==> src/rtl/uart_tx_frame_fsm.sv <==
// ---------------------------------------------------------------------------
// uart_tx_frame_fsm
//
// UART transmit framer: bit-sequencing FSM, data shift register and the
// registered serial line driver in one block. It pops words from a
// first-word-fall-through TX FIFO and serialises them as
// start / data / optional parity / one or two stop bits, advancing one bit
// per baud tick. The frame format is sampled when a word is popped, so
// configuration changes mid-frame only affect the next frame.
//
// With TMR_EN != 0 every register exists three times. The bitwise majority
// vote drives the outputs and the next-state logic, and all three copies are
// rewritten from the voted next value every clock, which scrubs single-copy
// upsets within one cycle.
//
// Ports:
//   clk            system clock
//   rst            asynchronous active-low reset
//   p_BaudSig_i    one-clk baud tick, one per bit time
//   p_FiFoEmpty_i  TX FIFO empty flag
//   FiFoData_i     FIFO head word (valid while not empty)
//   p_FiFoRead_o   one-clk pop strobe, asserted in the cycle a frame starts
//   DataBits_i     data bits per frame, clamped to 5..MAX_DATA_BITS
//   ParityMode_i   0 none, 1 even, 2 odd, 3 mark, 4 space, 5..7 none
//   StopBits_i     0 one stop bit, 1 two stop bits
//   MsbFirst_i     0 LSB first, 1 MSB first
//   Tx_o           serial line, idle high
//   State_o        voted one-hot state
//   BitCounter_o   voted data-bit index, 0 outside DATABITS
//   Busy_o         1 whenever the state is not INTERVAL
//   p_FrameDone_o  one-clk pulse after the last stop bit
//   TmrErr_o       one-clk pulse after a cycle in which a copy disagreed
// ---------------------------------------------------------------------------
module uart_tx_frame_fsm #(
    parameter int MAX_DATA_BITS = 9,
    parameter int TMR_EN        = 1
) (
    input  logic                     clk,
    input  logic                     rst,
    input  logic                     p_BaudSig_i,
    input  logic                     p_FiFoEmpty_i,
    input  logic [MAX_DATA_BITS-1:0] FiFoData_i,
    output logic                     p_FiFoRead_o,
    input  logic [3:0]               DataBits_i,
    input  logic [2:0]               ParityMode_i,
    input  logic                     StopBits_i,
    input  logic                     MsbFirst_i,
    output logic                     Tx_o,
    output logic [4:0]               State_o,
    output logic [3:0]               BitCounter_o,
    output logic                     Busy_o,
    output logic                     p_FrameDone_o,
    output logic                     TmrErr_o
);

    typedef enum logic [4:0] {
        ST_INTERVAL  = 5'b00001,
        ST_STARTBIT  = 5'b00010,
        ST_DATABITS  = 5'b00100,
        ST_PARITYBIT = 5'b01000,
        ST_STOPBIT   = 5'b10000
    } state_t;

    // Register bundle, LSB first: state[4:0], bitcnt[8:5], stopcnt, stop2,
    // msb, par_en, par_bit, tx, done, nlat[19:16], shift register on top.
    localparam int          W      = 20 + MAX_DATA_BITS;
    localparam int          NC     = (TMR_EN != 0) ? 3 : 1;
    localparam logic [3:0]  MAXB   = 4'(MAX_DATA_BITS);
    localparam logic [W-1:0] RST_VAL = {{MAX_DATA_BITS{1'b0}}, 4'd0,
                                        1'b0, 1'b1, 1'b0, 1'b0, 1'b0, 1'b0, 1'b0,
                                        4'd0, 5'b00001};

    logic [W-1:0] r_regs [NC];
    logic         r_tmr_err;
    logic [W-1:0] w_vote;
    logic [W-1:0] w_next;
    logic         w_mismatch;
    logic         w_pop;

    genvar gi;

    // ---------------- redundancy: vote and disagreement detect -------------
    generate
        if (TMR_EN != 0) begin : g_tmr
            for (gi = 0; gi < W; gi++) begin : g_bit
                assign w_vote[gi] = (r_regs[0][gi] & r_regs[1][gi]) |
                                    (r_regs[0][gi] & r_regs[2][gi]) |
                                    (r_regs[1][gi] & r_regs[2][gi]);
            end
            assign w_mismatch = |((r_regs[0] ^ w_vote) |
                                  (r_regs[1] ^ w_vote) |
                                  (r_regs[2] ^ w_vote));
        end else begin : g_single
            assign w_vote     = r_regs[0];
            assign w_mismatch = 1'b0;
        end
    endgenerate

    // All copies reload from the voted next value: this is the scrub.
    always_ff @(posedge clk or negedge rst) begin
        if (!rst) begin
            for (int i = 0; i < NC; i++) begin
                r_regs[i] <= RST_VAL;
            end
            r_tmr_err <= 1'b0;
        end else begin
            for (int i = 0; i < NC; i++) begin
                r_regs[i] <= w_next;
            end
            r_tmr_err <= w_mismatch;
        end
    end

    // ---------------- voted fields ----------------
    logic [MAX_DATA_BITS-1:0] w_v_sh;
    logic [3:0]               w_v_nlat;
    logic                     w_v_done;
    logic                     w_v_tx;
    logic                     w_v_par_bit;
    logic                     w_v_par_en;
    logic                     w_v_msb;
    logic                     w_v_stop2;
    logic                     w_v_stopcnt;
    logic [3:0]               w_v_bitcnt;
    logic [4:0]               w_v_state;

    assign {w_v_sh, w_v_nlat, w_v_done, w_v_tx, w_v_par_bit, w_v_par_en,
            w_v_msb, w_v_stop2, w_v_stopcnt, w_v_bitcnt, w_v_state} = w_vote;

    // ---------------- next-value fields ----------------
    logic [MAX_DATA_BITS-1:0] w_n_sh;
    logic [3:0]               w_n_nlat;
    logic                     w_n_done;
    logic                     w_n_tx;
    logic                     w_n_par_bit;
    logic                     w_n_par_en;
    logic                     w_n_msb;
    logic                     w_n_stop2;
    logic                     w_n_stopcnt;
    logic [3:0]               w_n_bitcnt;
    state_t                   w_n_state;

    assign w_next = {w_n_sh, w_n_nlat, w_n_done, w_n_tx, w_n_par_bit, w_n_par_en,
                     w_n_msb, w_n_stop2, w_n_stopcnt, w_n_bitcnt, w_n_state};

    // ---------------- frame-start helpers (new word from the FIFO) ---------
    logic [3:0]               w_cfg_nbits;
    logic [MAX_DATA_BITS-1:0] w_cfg_mask;
    logic                     w_cfg_xor;
    logic                     w_cfg_par_en;
    logic                     w_cfg_par_bit;

    always_comb begin
        w_cfg_nbits = DataBits_i;
        if (DataBits_i < 4'd5) begin
            w_cfg_nbits = 4'd5;
        end else if (DataBits_i > MAXB) begin
            w_cfg_nbits = MAXB;
        end
    end

    for (gi = 0; gi < MAX_DATA_BITS; gi++) begin : g_mask
        assign w_cfg_mask[gi] = (4'(gi) < w_cfg_nbits);
    end

    // Parity is resolved at load time because the shift register is
    // consumed while the data bits go out.
    assign w_cfg_xor = ^(FiFoData_i & w_cfg_mask);

    always_comb begin
        w_cfg_par_en  = 1'b1;
        w_cfg_par_bit = 1'b0;
        case (ParityMode_i)
            3'd1:    w_cfg_par_bit = w_cfg_xor;
            3'd2:    w_cfg_par_bit = ~w_cfg_xor;
            3'd3:    w_cfg_par_bit = 1'b1;
            3'd4:    w_cfg_par_bit = 1'b0;
            default: w_cfg_par_en  = 1'b0;
        endcase
    end

    // Bit currently at the output end of the register: bit 0 when LSB
    // first, bit nbits-1 when MSB first (the register shifts left then).
    function automatic logic pick_bit(input logic [MAX_DATA_BITS-1:0] sh,
                                      input logic msb, input logic [3:0] nbits);
        logic [MAX_DATA_BITS-1:0] tmp;
        tmp = sh >> (nbits - 4'd1);
        return msb ? tmp[0] : sh[0];
    endfunction

    logic [MAX_DATA_BITS-1:0] w_sh_shifted;
    assign w_sh_shifted = w_v_msb ? (w_v_sh << 1) : (w_v_sh >> 1);

    // ---------------- next-state / next-output logic ----------------
    always_comb begin
        w_n_state   = state_t'(w_v_state);
        w_n_sh      = w_v_sh;
        w_n_nlat    = w_v_nlat;
        w_n_done    = 1'b0;
        w_n_tx      = w_v_tx;
        w_n_par_bit = w_v_par_bit;
        w_n_par_en  = w_v_par_en;
        w_n_msb     = w_v_msb;
        w_n_stop2   = w_v_stop2;
        w_n_stopcnt = w_v_stopcnt;
        w_n_bitcnt  = w_v_bitcnt;
        w_pop       = 1'b0;

        case (w_v_state)
            ST_INTERVAL: begin
                w_n_tx      = 1'b1;
                w_n_bitcnt  = 4'd0;
                w_n_stopcnt = 1'b0;
                if (p_BaudSig_i && !p_FiFoEmpty_i) begin
                    w_pop       = 1'b1;
                    w_n_state   = ST_STARTBIT;
                    w_n_sh      = FiFoData_i;
                    w_n_nlat    = w_cfg_nbits;
                    w_n_par_en  = w_cfg_par_en;
                    w_n_par_bit = w_cfg_par_bit;
                    w_n_stop2   = StopBits_i;
                    w_n_msb     = MsbFirst_i;
                    w_n_tx      = 1'b0;
                end
            end
            ST_STARTBIT: begin
                if (p_BaudSig_i) begin
                    w_n_state = ST_DATABITS;
                    w_n_tx    = pick_bit(w_v_sh, w_v_msb, w_v_nlat);
                end
            end
            ST_DATABITS: begin
                if (p_BaudSig_i) begin
                    w_n_sh = w_sh_shifted;
                    if (w_v_bitcnt == w_v_nlat - 4'd1) begin
                        w_n_bitcnt = 4'd0;
                        if (w_v_par_en) begin
                            w_n_state = ST_PARITYBIT;
                            w_n_tx    = w_v_par_bit;
                        end else begin
                            w_n_state = ST_STOPBIT;
                            w_n_tx    = 1'b1;
                        end
                    end else begin
                        w_n_bitcnt = w_v_bitcnt + 4'd1;
                        w_n_tx     = pick_bit(w_sh_shifted, w_v_msb, w_v_nlat);
                    end
                end
            end
            ST_PARITYBIT: begin
                if (p_BaudSig_i) begin
                    w_n_state = ST_STOPBIT;
                    w_n_tx    = 1'b1;
                end
            end
            ST_STOPBIT: begin
                w_n_tx = 1'b1;
                if (p_BaudSig_i) begin
                    if (w_v_stop2 && !w_v_stopcnt) begin
                        w_n_stopcnt = 1'b1;
                    end else begin
                        w_n_stopcnt = 1'b0;
                        w_n_state   = ST_INTERVAL;
                        w_n_done    = 1'b1;
                    end
                end
            end
            default: begin
                // Corrupted voted state: recover to idle without waiting
                // for a baud tick and without touching the FIFO.
                w_n_state   = ST_INTERVAL;
                w_n_tx      = 1'b1;
                w_n_bitcnt  = 4'd0;
                w_n_stopcnt = 1'b0;
            end
        endcase
    end

    // ---------------- outputs ----------------
    // The pop strobe is combinational for the FWFT FIFO; gating with rst
    // keeps a word from being lost while the framer is held in reset.
    assign p_FiFoRead_o  = w_pop & rst;
    assign Tx_o          = w_v_tx;
    assign State_o       = w_v_state;
    assign BitCounter_o  = (w_v_state == ST_DATABITS) ? w_v_bitcnt : 4'd0;
    assign Busy_o        = (w_v_state != ST_INTERVAL);
    assign p_FrameDone_o = w_v_done;
    assign TmrErr_o      = r_tmr_err;

endmodule

==> config.mk <==
export PLATFORM = sky130hd
export DESIGN_NAME = uart_tx_frame_fsm
export DESIGN_NICKNAME = d
export VERILOG_FILES = /design/src/rtl/uart_tx_frame_fsm.sv
export SDC_FILE = /design/constraint.sdc
export NUM_CORES = 1
export LEC_CHECK = 0
export BUFFER_PORTS_ARGS = -buffer_cell sky130_fd_sc_hd__buf_4
export CAP_MARGIN = 10
export CORE_AREA = 2 2 76 78
export DETAILED_ROUTE_END_ITERATION = 8
export DIE_AREA = 0 0 78 80
export GPL_ROUTABILITY_DRIVEN = 0
export GPL_TIMING_DRIVEN = 0
export PLACE_DENSITY_LB_ADDON = 0.12
export SYNTH_ARGS = -nofsm -noshare
export SYNTH_HDL_FRONTEND = slang
export SYNTH_SLANG_ARGS = --single-unit
==> constraint.sdc <==
create_clock -name clk -period 2.2 [get_ports clk]
set_input_delay 0.44 -clock clk [delete_from_list [all_inputs] [get_ports clk]]
set_output_delay 0.44 -clock clk [all_outputs]
set_load 0.01 [all_outputs]
== Word level (Yosys, flattened, before mapping) ==
Index checks and enable logic that the tools add are counted.

* Multipliers: 0
* Divide/modulo/power cells: 0
* Equality and inequality tests: 18
* Bitwise operators: 8
* Add/subtract/negate cells: 2
* Multiplexer cells: 48
* Reductions and logical operators: 16
* Shift-type cells: 2
* Order comparisons: 11

{| class="wikitable"
|+ Operators by type and width
! cell !! number
|-
| $or A29 B29 Y29 || 2
|-
| $mux W5 || 8
|-
| $reduce_or A29 Y1 || 1
|-
| $xor A29 B29 Y29 || 1
|-
| $mux W4 || 7
|-
| $mux W9 || 3
|-
| $pmux W5 S5 || 1
|-
| $mux W1 || 24
|-
| $pmux W9 S2 || 1
|-
| $shr A9 B4 Y1 || 2
|-
| $lt A3 B4 Y1 const A || 4
|-
| $ne A2 B2 Y1 const B || 7
|-
| $and A9 B9 Y9 || 1
|-
| $reduce_xor A9 Y1 || 1
|-
| $lt A1 B4 Y1 const A || 2
|-
| $lt A2 B4 Y1 const A || 2
|-
| $pmux W4 S2 || 1
|-
| $reduce_and A7 Y1 || 1
|-
| $eq A3 B2 Y1 const B || 2
|-
| $reduce_and A2 Y1 || 3
|-
| $reduce_and A3 Y1 || 2
|-
| $reduce_or A3 Y1 || 2
|-
| $eq A5 B1 Y1 const B || 1
|-
| $eq A5 B2 Y1 const B || 1
|-
| 21 further kinds || 25
|}

* Bits of input ports: 22
* Memory bits (writable): 0
* Bits in latches: 0
* Memories kept: 0
* Bits in registers: 30
* Bits in read-only memories: 0

== Depth between registers and ports, before layout ==
* Word-level depth: 10
* Gate-level depth with buffers: 10

== Worst setup path after synthesis ==
OpenSTA, ideal clock, no wires.

* Path type: flip-flop to flip-flop
* Start point: register r_regs[16] in the netlist's numbering
* End point: register r_regs[2] in the netlist's numbering
* Data required time: 2.075 ns
* Path slack: 0.076 ns
* Setup time: 0.125 ns
* Stages on the path, launching flop included: 10
* Path buffers: 1
* Period minus slack after synthesis: 2.124 ns
* Arrival time: 1.999 ns
* Cells stage by stage: dfrtp_1 buf_6 inv_1 ha_1 xnor2_4 xor2_1 and4_4 nor2_4 nor3_4 mux2_4

* Word-level cells in the longest chain between the ends: 4

{| class="wikitable"
|+ RTL lines
! what !! line !! RTL
|-
| start: declaration || 73 || <nowiki>logic [W-1:0] r_regs [NC];</nowiki>
|-
| start signal: indexed assignment || 108 || <nowiki>r_regs[i] <= w_next;</nowiki>
|-
| $sub A4 B1 Y4 || 235 || <nowiki>if (w_v_bitcnt == w_v_nlat - 4'd1) begin</nowiki>
|-
| $eq A4 B4 Y1 || 235 ||
|-
| $ne A2 B2 Y1 (no line) || - ||
|-
| $reduce_and A7 Y1 (no line) || - ||
|}

No other way between the ends.
A chain may end at the register's enable or synchronous reset.

== Worst setup path in the final report ==
* Start point: register r_regs[4] in the netlist's numbering
* End point: output BitCounter_o[0]

* Word-level cells in the longest chain between the ends: 2

{| class="wikitable"
|+ RTL lines
! what !! line !! RTL
|-
| $eq A5 B3 Y1 || 285 || <nowiki>assign BitCounter_o = (w_v_state == ST_DATABITS) ? w_v_bitcnt : 4'd0;</nowiki>
|-
| $mux W4 || 285 ||
|-
| end: declaration || 50 || <nowiki>output logic [3:0] BitCounter_o,</nowiki>
|}

No other way between the ends.

==> Implementation_results.wiki <==
{| class="wikitable"
! Metric !! Value
|-
| Slew HR || 61.73%
|-
| 1st-iter DRT viols || 62
|-
| Initial standard-cell utilization of the core || 38.91%
|-
| Simple logic cell fraction of the synthesized area || 19.04%
|-
| Unique masters post-synth || 50
|-
| Largest registers in the final layout || r_regs: 29 flops
|-
| Maximum number of pins on one net before global-route repair || 31
|-
| Avg Inst Size Synth || 9.185 um^2
|-
| Worst EP arrival || 1630 ps
|-
| Clock-pin slew on the worst setup and hold paths || 60 ps
|-
| Fraction of the mapped netlist area in adder cells || 1.190%
|-
| Final cell area excluding filler cells || 0.002654 mm^2
|-
| Share of the core filled with cells in the final layout || 49.10%
|-
| Number of nets produced by synthesis || 253
|-
| Post-detailed-route count of antenna-violating nets || 0
|-
| Final Hold Slack || 93.62 ps
|-
| Max reg flops || 29
|-
| Synthesis warning total || 0
|-
| RSZ-0062 raised after global routing || no
|-
| Clock latency on the worst-skew pair || 270 ps
|-
| Met2 Track Usage GR || 28.36%
|-
| Critical path fanouts, max || 7
|-
| Count of final max-slew check failures || 0
|-
| Maximum achievable frequency || 482.7 MHz
|-
| Setup-failing EPs final || 0
|-
| Initial antenna violation count || 0
|-
| Clk root buf || sky130_fd_sc_hd__clkbuf_8
|-
| Fraction of the yosys area taken by sequential cells || 34.62%
|-
| Cts bufs inserted || 5
|-
| Mean routed wirelength per cell || 14.16 um
|-
| Crit path setup slack, layout || 128.5 ps
|-
| Number of synthesized register bits || 29
|-
| Post-synthesis instance area || 0.002103 mm^2
|-
| Buffers on Ports || 33
|-
| Kind of start point of the critical path || flip-flop
|-
| Worst endpoint required time || 1760 ps
|-
| Cells after synthesis || 229
|-
| Placement Rows || 27
|-
| Max_cap viols || 0
|-
| Commonest cells after routing, fill and taps aside || sky130_fd_sc_hd__buf_4, sky130_fd_sc_hd__dfrtp_1, sky130_fd_sc_hd__nand2_1
|-
| Busiest grt layer || met2
|-
| Fin crit share || 94.16%
|-
| Cell leakage power || 0.001222 uW
|-
| Clock tree from TritonCTS || built
|-
| Depth of the most critical reg-to-reg path || 9
|-
| Count of vias placed by the detailed router || 1780
|-
| Count of final hold-check violations || 0
|-
| Slew at the pin closest to its max-slew limit || 574.1 ps
|-
| Status || finished, final reports clean
|-
| Share of post-route cells with drive strength above 1 || 32.00%
|-
| Crit end category || primary output
|-
| GR Util All Layers || 16.56%
|-
| Post-layout minimum cycle time || 2072 ps
|-
| Via count of the first global-routing pass || 1657
|-
| Power density over the cells || 1222 mW/mm^2
|-
| Maximum buffer depth of the clock tree || 2
|-
| Share of the synthesized area in compound gates (AO/OA/AOI/OAI) || 15.88%
|-
| Most common cell after layout, fill and taps aside || sky130_fd_sc_hd__buf_4
|-
| Antenna cells || 0
|-
| Area growth from synthesis to final layout || 26.18%
|-
| Maximum vdd ir drop || 0.5025 mV
|-
| DP Wirelength || 3593 um
|-
| Dominant combinational cell family by area after synthesis || simple AND/OR/NAND/NOR gates
|-
| DR pass1 iterations || 4
|-
| Path type of the worst min-delay path || input port to asynchronous set/reset pin
|-
| Met3 GRT Util || 3.846%
|-
| Maximum clock skew at final layout || 5.778 ps
|-
| Hold-fix buffers at CTS || 0
|-
| Area share of xor/xnor cells in the synthesized design || 9.042%
|-
| Placement-stage worst setup slack || -148.3 ps
|-
| Proportion of synthesized area in mux cells || 13.09%
|-
| Count of boundary I/O pins || 36
|-
| H-tree lvl count || 2
|-
| GR met1 Demand/Resource || 20.88%
|-
| Placeable Area || 0.005405 mm^2
|-
| Non-filler cells in the finished layout || 347
|-
| Global-route wire length before repair || 8100 um
|-
| Drt total wl || 4914 um
|-
| X dimension of the die || 78 um
|-
| Nets || 299
|-
| Total clock sinks || 29
|-
| Number of vias per cell || 5.130
|-
| Critical Setup Path Class || flip-flop to primary output
|-
| Placed cell count || 334
|-
| DIE HEIGHT || 80 um
|-
| Floorplan die area || 0.006240 mm^2
|-
| DR DRC count || 0
|-
| Top reg by flops || r_regs
|-
| Placed instance area || 0.002441 mm^2
|-
| Total grt overflow || 0
|}
[cell usage after synthesis, drive strengths merged]
cell	count	area share, %
dfrtp	27	32
nand2	27	4.9
o21ai	22	5.2
nor2	18	3.6
mux2i	17	8.1
buf	16	5.7
a21oi	13	3.1
xnor2	10	5.1
nand3	7	1.7
nor3	7	2.7
xor2	7	2.9
inv	5	0.89
mux2	5	2.9
nand2b	5	1.6
and2	4	1.2
o211ai	4	1.4
and3	3	0.89
a31oi	2	0.59
clkbuf	2	0.36
dfstp	2	2.5
ha	2	1.2
mux4	2	2.1
nand3b	2	0.71
nor2b	2	0.59
o31ai	2	0.71
a22o	1	0.42
a22oi	1	0.36
a311oi	1	0.71
a31o	1	0.42
a41o	1	0.48
a41oi	1	0.42
and4	1	0.54
conb	1	0.18
nand4	1	0.30
o221ai	1	0.42
o22ai	1	0.30
o311ai	1	0.42
o32a	1	0.48
o32ai	1	0.42
or2	1	0.30
xnor3	1	1.1
[area by class of cell]
type,instances,area (um^2)
fillers,532,2751
multi-input cells,177,1284
flip-flops and latches,29,728.2
repair buffers,40,317.8
plain buffers,17,126.4
well taps,72,90.09
clock buffers,7,86.33
inverters,5,21.27
[worst max-delay path: stages (launching register included)]
cell	delay, ps
sky130_fd_sc_hd__dfrtp_1	370
sky130_fd_sc_hd__buf_2	180
sky130_fd_sc_hd__nor3_2	240
sky130_fd_sc_hd__and3_2	300
sky130_fd_sc_hd__and2_1	150
sky130_fd_sc_hd__buf_4	110
[metrics by stage]
stage	power (uW)	setup TNS [ps]
final	3244	0
after global routing	3504	0
after CTS	3083	-14.97
after detailed placement	2558	-221.6
after global placement	2537	-133.4
after floorplan	2165	0
[power breakdown]
group          leakage [uW]  total [uW]  internal (uW)  switching [uW]
Sequential         0.000369         944            726             217
Clock             0.0000443         439            248             191
Combinational      0.000809        1860           1010             855
Total               0.00122        3240           1980            1260
[worst paths after layout]
path                                   end  slack (ps)            start
setup / recovery           BitCounter_o[0]         130        r_regs[4]
hold / removal                   r_regs[2]          90              rst
setup reg to reg                r_regs[14]         160       r_regs[16]
hold reg to reg                  r_regs[9]         480        r_regs[9]
max in group asynchronous       r_regs[14]        1790              rst
min in group clk                r_regs[13]         370  ParityMode_i[2]
[timing repair]
| action | 4_1_cts | 5_1_grt |
|---|---|---|
| setup buffers | 1 | 5 |
| endpoints found under the setup margin | 7 | 14 |
| cloned | 0 | 1 |
| pin swaps | 2 | 2 |
| hold endpoints to repair | 0 | 0 |
| gates resized for setup | 9 | 6 |
[kinds of logic after synthesis]
| family | Yosys count |
|---|---|
| simple gates | 78 |
| compound gates | 54 |
| xor+xnor | 18 |
| mux | 24 |
| buf+inv | 23 |
| other cells | 1 |
| fa+ha+maj | 2 |
| flops | 29 |
[routing by layer]
metal,wire length (um),part of all wire [%],vias up
met5,0,0,-
met4,28,0.57,0
met3,154,3.1,2
met2,2459,50,30
met1,2272,46,846
li1,-,-,902
No activity file was read; power rests on OpenSTA's default activity.
